File: src/rtl/ad_clock_pkg.sv
// Shared defaults for the ADC front-end clock manager.
package ad_clock_pkg;

  localparam int DEF_EXP_PERIOD = 10;  // 20 ns clkin1 period at 2 ns clk_tb
  localparam int DEF_PERIOD_TOL = 1;
  localparam int DEF_LOCK_CNT   = 16;
  localparam int DEF_TIMEOUT    = 32;
  localparam int DEF_OUT_HALF   = 8;

  // Counter width able to hold the timeout value; never narrower than 8 bits.
  function automatic int cnt_w_for(input int timeout);
    int w;
    w = $clog2(timeout + 1);
    return (w < 8) ? 8 : w;
  endfunction

endpackage

File: src/rtl/ad_clock_lockdet.sv
// Lock detector: synchronizes clkin1, measures its period in clk_tb cycles
// and asserts pll_lock after enough consecutive in-tolerance periods.
module ad_clock_lockdet
  import ad_clock_pkg::*;
#(
  parameter int EXP_PERIOD = DEF_EXP_PERIOD,
  parameter int PERIOD_TOL = DEF_PERIOD_TOL,
  parameter int LOCK_CNT   = DEF_LOCK_CNT,
  parameter int TIMEOUT    = DEF_TIMEOUT,
  parameter int CNT_W      = cnt_w_for(DEF_TIMEOUT)
) (
  input  logic clk_tb,
  input  logic rst_n,
  input  logic clkin1,
  output logic pll_lock
);

  localparam int GW = $clog2(LOCK_CNT + 1);
  localparam logic [CNT_W-1:0] TMO      = CNT_W'(TIMEOUT);
  localparam logic [GW-1:0]    GOOD_MAX = GW'(LOCK_CNT);
  localparam logic [CNT_W:0]   P_LO     = (CNT_W+1)'(EXP_PERIOD - PERIOD_TOL);
  localparam logic [CNT_W:0]   P_HI     = (CNT_W+1)'(EXP_PERIOD + PERIOD_TOL);

  logic             sync_p0, sync_p1, sync_p2;
  logic             seen;
  logic [CNT_W-1:0] per_cnt;
  logic [CNT_W:0]   per_smp;
  logic [GW-1:0]    good_cnt;
  logic             rise, eval, in_tol, at_tmo, drop;

  // Measured period includes the edge cycle itself; one extra bit keeps
  // TIMEOUT+1 representable so a saturated count reads as out of tolerance.
  assign per_smp = {1'b0, per_cnt} + (CNT_W+1)'(1);
  assign rise    = sync_p1 & ~sync_p2;
  assign eval    = rise & seen;
  assign in_tol  = (per_smp >= P_LO) && (per_smp <= P_HI);
  assign at_tmo  = (per_cnt == TMO);
  assign drop    = pll_lock & (at_tmo | (eval & ~in_tol));

  // Two-flop synchronizer plus an edge-detect flop.
  always_ff @(posedge clk_tb or negedge rst_n) begin
    if (!rst_n) {sync_p2, sync_p1, sync_p0} <= 3'b000;
    else        {sync_p2, sync_p1, sync_p0} <= {sync_p1, sync_p0, clkin1};
  end

  // Period counter: cleared on each rise, saturating at the timeout.
  always_ff @(posedge clk_tb or negedge rst_n) begin
    if (!rst_n) begin
      per_cnt <= '0;
      seen    <= 1'b0;
    end else if (rise) begin
      per_cnt <= '0;
      seen    <= 1'b1;
    end else if (!at_tmo) begin
      per_cnt <= per_cnt + CNT_W'(1);
    end
  end

  // Consecutive good-period counter; any bad period or loss restarts it.
  always_ff @(posedge clk_tb or negedge rst_n) begin
    if (!rst_n)      good_cnt <= '0;
    else if (drop)   good_cnt <= '0;
    else if (eval) begin
      if (!in_tol)                   good_cnt <= '0;
      else if (good_cnt != GOOD_MAX) good_cnt <= good_cnt + GW'(1);
    end
  end

  // Lock flag: set once the streak is complete, cleared on timeout or bad period.
  always_ff @(posedge clk_tb or negedge rst_n) begin
    if (!rst_n)        pll_lock <= 1'b0;
    else if (pll_lock) pll_lock <= ~drop;
    else               pll_lock <= (good_cnt == GOOD_MAX);
  end

endmodule

File: src/rtl/ad_clock_gen.sv
// Soft clock manager: lock detection on clkin1 and a gated, divided
// ADC sample clock derived from clk_tb.
module ad_clock_gen
  import ad_clock_pkg::*;
#(
  parameter int EXP_PERIOD = DEF_EXP_PERIOD,
  parameter int PERIOD_TOL = DEF_PERIOD_TOL,
  parameter int LOCK_CNT   = DEF_LOCK_CNT,
  parameter int TIMEOUT    = DEF_TIMEOUT,
  parameter int OUT_HALF   = DEF_OUT_HALF,
  parameter int CNT_W      = cnt_w_for(TIMEOUT)
) (
  input  logic clk_tb,
  input  logic rst_n,
  input  logic clkin1,
  output logic clkout0,
  output logic pll_lock
);

  localparam int DW = (OUT_HALF > 1) ? $clog2(OUT_HALF) : 1;
  localparam logic [DW-1:0] DIV_LAST = DW'(OUT_HALF - 1);

  logic [DW-1:0] div_cnt;

  ad_clock_lockdet #(
    .EXP_PERIOD (EXP_PERIOD),
    .PERIOD_TOL (PERIOD_TOL),
    .LOCK_CNT   (LOCK_CNT),
    .TIMEOUT    (TIMEOUT),
    .CNT_W      (CNT_W)
  ) u_lockdet (
    .clk_tb   (clk_tb),
    .rst_n    (rst_n),
    .clkin1   (clkin1),
    .pll_lock (pll_lock)
  );

  // Half-period divider; held in its idle state whenever lock is absent.
  always_ff @(posedge clk_tb or negedge rst_n) begin
    if (!rst_n) begin
      div_cnt <= '0;
      clkout0 <= 1'b0;
    end else if (!pll_lock) begin
      div_cnt <= '0;
      clkout0 <= 1'b0;
    end else if (div_cnt == DIV_LAST) begin
      div_cnt <= '0;
      clkout0 <= ~clkout0;
    end else begin
      div_cnt <= div_cnt + DW'(1);
    end
  end

endmodule

File: config.mk
export PLATFORM = sky130hd
export DESIGN_NAME = ad_clock_gen
export DESIGN_NICKNAME = d
export VERILOG_FILES = /design/src/rtl/ad_clock_pkg.sv /design/src/rtl/ad_clock_lockdet.sv /design/src/rtl/ad_clock_gen.sv
export SDC_FILE = /design/constraint.sdc
export NUM_CORES = 1
export LEC_CHECK = 0
export ABC_AREA = 0
export CORE_MARGIN = 10
export CORE_UTILIZATION = 32
export DETAILED_ROUTE_END_ITERATION = 7
export GPL_ROUTABILITY_DRIVEN = 0
export PLACE_DENSITY = 0.53
export SYNTH_ARGS = -nofsm -noshare
export SYNTH_HDL_FRONTEND = slang
export SYNTH_HIERARCHICAL = 1
export SYNTH_SLANG_ARGS = --single-unit
File: constraint.sdc
create_clock -name clk_tb -period 4.1 [get_ports clk_tb]
set_clock_uncertainty 0.1 [all_clocks]
set_input_delay 0.41 -clock clk_tb [delete_from_list [all_inputs] [get_ports clk_tb]]
set_output_delay 0.41 -clock clk_tb [all_outputs]
set_load 0.02 [all_outputs]
* Yosys cells after proc, flatten, opt, wreduce, memory -nomap -nowiden
Index checks and enable logic that the tools add are counted.
Word-level totals: register bits 22, input bits 3, output and inout port bits 2, word-level logic and storage cells 45
Cells by class: add/sub/neg operators 4, order comparisons 2, eq/ne operators 7, multiplexer cells 11, bitwise gates (word level) 9, reduce and logical (&&, ||, !) cells 3
Operator list (count):
- $mux W5 | 4
- $mux W8 | 2
- $add A8 B1 Y9 const B | 1
- $ge A9 B4 Y1 const B | 1
- $le A9 B4 Y1 const B | 1
- $add A8 B1 Y8 const B | 1
- $eq A8 B6 Y1 const B | 1
- $mux W3 | 2
- $add A5 B1 Y5 const B | 1
- $eq A5 B5 Y1 const B | 1
- $ne A5 B5 Y1 const B | 1
- $and A1 B1 Y1 | 4
- $not A1 Y1 | 4
- $add A3 B1 Y3 const B | 1
- $eq A3 B3 Y1 const B | 1
- $mux W1 | 3
- $ne A3 B3 Y1 const B | 1
- $ne A2 B1 Y1 const B | 1
- $ne A2 B2 Y1 const B | 1
- $reduce_and A2 Y1 | 1
- $reduce_bool A2 Y1 | 1
- $logic_and A1 B1 Y1 | 1
- $or A1 B1 Y1 | 1

* Depth between registers and ports, before layout
depth after elaboration 9, mapped depth 7, gate-level depth less buffers 7

* Modules after synthesis
The synthesis kept the hierarchy.
By module, submodules not included:
- ad_clock_lockdet | times used 1, cells each 101, area an instance 1028.5 um^2, seq. area each 450.4 um^2
- ad_clock_gen | times used 1, cells each 11, area an instance 160.2 um^2, seq. area each 100.1 um^2

* Worst setup path after synthesis
Ideal clock, no wire load.
kind register -> register, start point register u_lockdet.per_cnt[1], end point register u_lockdet.pll_lock, library setup time 0.125 ns, arrival 1.663 ns, data required time 3.875 ns, path slack 2.212 ns, cell stages (with the launch flop) 7, path buffers 0, clock period less this slack 1.888 ns, cells stage by stage dfrtp_1 ha_1 nand2_2 or3_1 and4bb_4 o2bb2ai_2 mux2_2
Between the ends: word-level cells in the longest chain between the ends 9, elaborated cells on any way between the ends 11, those cells by class 1 x add/sub; 2 x order compare; 1 x eq/ne; 1 x mux; 5 x bitwise; 1 x reduce/logical
Ends and longest elaborated chain:
- from (decl) | RTL line ad_clock_lockdet.sv:26 | logic [CNT_W-1:0] per_cnt;
- from (signal assigned) | RTL line ad_clock_lockdet.sv:55 | per_cnt <= per_cnt + CNT_W'(1);
- $add A8 B1 Y9 | RTL line ad_clock_lockdet.sv:33 | assign per_smp = {1'b0, per_cnt} + (CNT_W+1)'(1);
- $ge A9 B4 Y1 / $le A9 B4 Y1 (equally long branches) | RTL line ad_clock_lockdet.sv:36 | assign in_tol = (per_smp >= P_LO) && (per_smp <= P_HI);
- $logic_and A1 B1 Y1 | RTL line ad_clock_lockdet.sv:36
- $not A1 Y1 | RTL line ad_clock_lockdet.sv:38 | assign drop = pll_lock & (at_tmo | (eval & ~in_tol));
- $and A1 B1 Y1 | RTL line ad_clock_lockdet.sv:38
- $or A1 B1 Y1 (*) | RTL line ad_clock_lockdet.sv:38
- $and A1 B1 Y1 (*) | RTL line ad_clock_lockdet.sv:38
- $not A1 Y1 (*) | RTL line ad_clock_lockdet.sv:72 | else if (pll_lock) pll_lock <= ~drop;
- $mux W1 (*) | RTL line ad_clock_lockdet.sv:72
- to (signal assigned) | RTL line ad_clock_lockdet.sv:72
- to (signal assigned) | RTL line ad_clock_lockdet.sv:73 | else pll_lock <= (good_cnt == GOOD_MAX);
- to (decl) | RTL line ad_clock_lockdet.sv:15 | output logic pll_lock
Mark *: on every way between the ends. The rest lies on a longest branch, timed or not. A chain may end at the register's enable or synchronous reset.

* Worst setup path after layout
start point register u_lockdet.good_cnt[1], end point register u_lockdet.good_cnt[1]
Between the ends: word-level cells in the longest chain between the ends 5, elaborated cells on any way between the ends 8, those cells by class 1 x add/sub; 2 x eq/ne; 4 x mux; 1 x reduce/logical
Ends and longest elaborated chain:
- from (decl) | RTL line ad_clock_lockdet.sv:28 | logic [GW-1:0] good_cnt;
- from (signal assigned) | RTL line ad_clock_lockdet.sv:65 | else if (good_cnt != GOOD_MAX) good_cnt <= good_cnt + GW'(1);
- $add A5 B1 Y5 | RTL line ad_clock_lockdet.sv:65
- $mux W5 | RTL line ad_clock_lockdet.sv:65
- $mux W5 | RTL line ad_clock_lockdet.sv:64 | if (!in_tol) good_cnt <= '0;
- $mux W5 | RTL line ad_clock_lockdet.sv:63 | else if (eval) begin
- $mux W5 | RTL line ad_clock_lockdet.sv:62 | else if (drop) good_cnt <= '0;
Several ways; a longest one is shown, not always the timed one. The select of a mux whose other input is x is not followed.

==> flow_summary.json <==
{
  "dp_slack_ps": 2029,
  "max_cap_viol_count": 0,
  "clkPwrFrac_pct": 27.7,
  "finalSetupViolCount": 0,
  "syn_avg_cell_area_um2": 10.61,
  "htreeDepth": 1,
  "start_kind": "register",
  "ys_ff_latch": 22,
  "clk_path_buf_depth": 2,
  "gr-total-overflow": 0,
  "row_count": 22,
  "critPathCaptureType": "register",
  "area_growth_pct": 12.63,
  "fin_crit_ps": 2126,
  "crit_arrival_ps": 2170,
  "hold_path_class": "register to register",
  "ys_dominant_reg_cell": "dfrtp_1",
  "async_reset_ff_share_pct": 100.0,
  "io_buffers": 4,
  "wl_per_cell_um": 13.55,
  "fin_tns_setup_ps": 0,
  "die_x_um": 80.95,
  "fin_ws_ps": 1974,
  "fin_nets": 130,
  "n_antenna_cell": 0,
  "grt_antenna_before_repair": 0,
  "peakVddDrop_mv": 0.1011,
  "crit_required_ps": 4140,
  "die_h_um": 80.95,
  "synth_nets": 122,
  "io_pins": 5,
  "vias": 854,
  "drv_slew": 0,
  "dp.cells": 163,
  "grt_pass1_vias": 889,
  "worst_pin_slew_ps": 1002,
  "ant_nets": 0,
  "cts_resized": 0,
  "yosysUniqueCellTypes": 41,
  "p_int_uw": 385.3,
  "status": "finished clean",
  "relSlewSlack_pct": 33.00,
  "start_util_pct": 32.71,
  "slowest_stage": "nor4bb_1",
  "dieArea_um2": 6552,
  "crit_family": "simple AND/OR/NAND/NOR gates",
  "max_stage_delay_ps": 590,
  "cts_sinks": 22,
  "post-route-period-util_pct": 51.84,
  "power.switching_uw": 170.5,
  "cts_tree": "done",
  "core_um2": 3633,
  "final_common_cell": "dfrtp_1",
  "instances_no_fill": 167,
  "postCtsHoldBufs": 0,
  "viasPerCell": 5.114,
  "path_buf_inv": 1,
  "synth_edf_count": 0,
  "insertion_delay_ps": 260,
  "wl_um": 2263,
  "ys_seq_area_share_pct": 46.32,
  "grt.total_usage_pct": 7.675,
  "post_cts_buffers": 0,
  "swShare_pct": 30.67,
  "p_per_area_nw_per_um2": 415.1,
  "seqPwrFrac_pct": 48.0,
  "final_cell_area_um2": 1339,
  "hold_viol": 0,
  "critical_path_peak_fanout": 5,
  "grt_max_degree": 23,
  "grt_pass1_wl_um": 3967,
  "syn-cell-area_um2": 1189,
  "cts_root_buf": "clkbuf_8",
  "drive_gt1_share_pct": 11.76,
  "final_cell_mix": "22 x dfrtp_1, 13 x nor2_1, 7 x and2_1, 7 x ha_1",
  "ys_warn_count": 6,
  "drt_iter0_drc": 36,
  "place_area_um2": 1284,
  "crit_chain": "inv_1, ha_1, nor4bb_1, nor2_1, and2_1, o211ai_1, a2bb2oi_1",
  "cts_buffers": 3,
  "dp_hpwl_um": 1609,
  "drtPass1Iterations": 4,
  "critPathKind": "register to register",
  "netlist_instances": 112,
  "static-leakage-power_uw": 0.0005740,
  "drc_errors": 0,
  "fmax_mhz": 470.5,
  "pwr-share-comb_pct": 24.3,
  "rsz0062_at_grt": "no",
  "clkTransAtPathRegs_ps": 70
}
-- through the flow --
| stage | hold slack [ps] | util, % | power [uW] |
|---|---|---|---|
| global route | 265.2 | 36.85 | 597.8 |
| finish | 251.1 | 36.85 | 555.8 |
| global placement | 237.5 | 35.33 | 400.2 |
| floorplan | 14.41 | - | 370.8 |
| detailed placement | 236.2 | 35.33 | 402.8 |
| CTS | 255.0 | 36.85 | 564.5 |
-- cell type report --
class / instances / area (um^2)
well taps: 48 / 60.06
fillers: 381 / 2295
flip-flops and latches: 22 / 550.5
repair buffers: 4 / 40.04
clock buffers: 4 / 55.05
multi-input cells: 83 / 610.6
inverters: 6 / 22.52
-- state kept, by name, indices dropped and copies added, names as in the netlist --
| register | count |
|---|---|
| clkout0 | 1 |
| div_cnt | 3 |
| u_lockdet/good_cnt | 5 |
| u_lockdet/per_cnt | 8 |
| u_lockdet/pll_lock | 1 |
| u_lockdet/seen | 1 |
| u_lockdet/sync_p0 | 1 |
| u_lockdet/sync_p1 | 1 |
| u_lockdet/sync_p2 | 1 |
-- Yosys cell counts, drive strengths merged (2+ instances only) --
| cell type | number | area share (%) |
|---|---|---|
| dfrtp | 22 | 46 |
| nor2 | 13 | 4.1 |
| and2 | 8 | 4.3 |
| ha | 7 | 7.4 |
| a21oi | 6 | 2.5 |
| inv | 6 | 1.9 |
| nand2 | 6 | 2.1 |
| nand3 | 4 | 1.7 |
| xnor2 | 4 | 2.9 |
| a211o | 3 | 2.2 |
| xor2 | 3 | 2.2 |
| a41oi | 2 | 1.5 |
| nor4 | 2 | 2.3 |
| o31ai | 2 | 1.7 |
| or2 | 2 | 1.1 |
-- layer usage --
layer  global-route usage (%)  up-vias  wire length, um
li1                         -      411                -
met1                    9.114      426             1047
met2                    12.34       15             1112
met3                    1.435        2               81
met4                    5.190        0               21
met5                        0        -                0
-- worst paths after layout --
check,start,slack (ps),cells past startpoint,end
worst max-delay path,u_lockdet/good_cnt[1]$_DFFE_PN0P_,1970,7,u_lockdet/good_cnt[1]$_DFFE_PN0P_
worst min-delay path,u_lockdet/sync_p0$_DFF_PN0_,250,0,u_lockdet/sync_p1$_DFF_PN0_
worst max register to register,u_lockdet/good_cnt[1]$_DFFE_PN0P_,1970,7,u_lockdet/good_cnt[1]$_DFFE_PN0P_
worst min register to register,u_lockdet/sync_p0$_DFF_PN0_,250,0,u_lockdet/sync_p1$_DFF_PN0_
max in group asynchronous,rst_n,2700,1,u_lockdet/good_cnt[2]$_DFFE_PN0P_
min in group asynchronous,rst_n,600,1,u_lockdet/per_cnt[7]$_DFFE_PN0P_
-- cell families after synthesis --
| logic type | count (synthesis) | synth area share [%] |
|---|---|---|
| muxes | 2 | 1.789 |
| buffers and inverters | 7 | 2.315 |
| xor gates and xnor gates | 7 | 5.158 |
| AOI/OAI and AO/OA | 21 | 13.79 |
| adders and majority gates | 7 | 7.368 |
| and+or+nand+nor | 46 | 23.27 |
| DFF | 22 | 46.32 |
-- power groups by stage --
stage | logic [uW] | registers (uW) | clock network, uW
floorplan | 107 | 264 | 0
global placement | 130 | 270 | 0
detailed placement | 132 | 270 | 0
CTS | 135 | 267 | 163
global route | 154 | 272 | 172
finish | 135 | 267 | 154
Power figures use the tool's default switching activity.
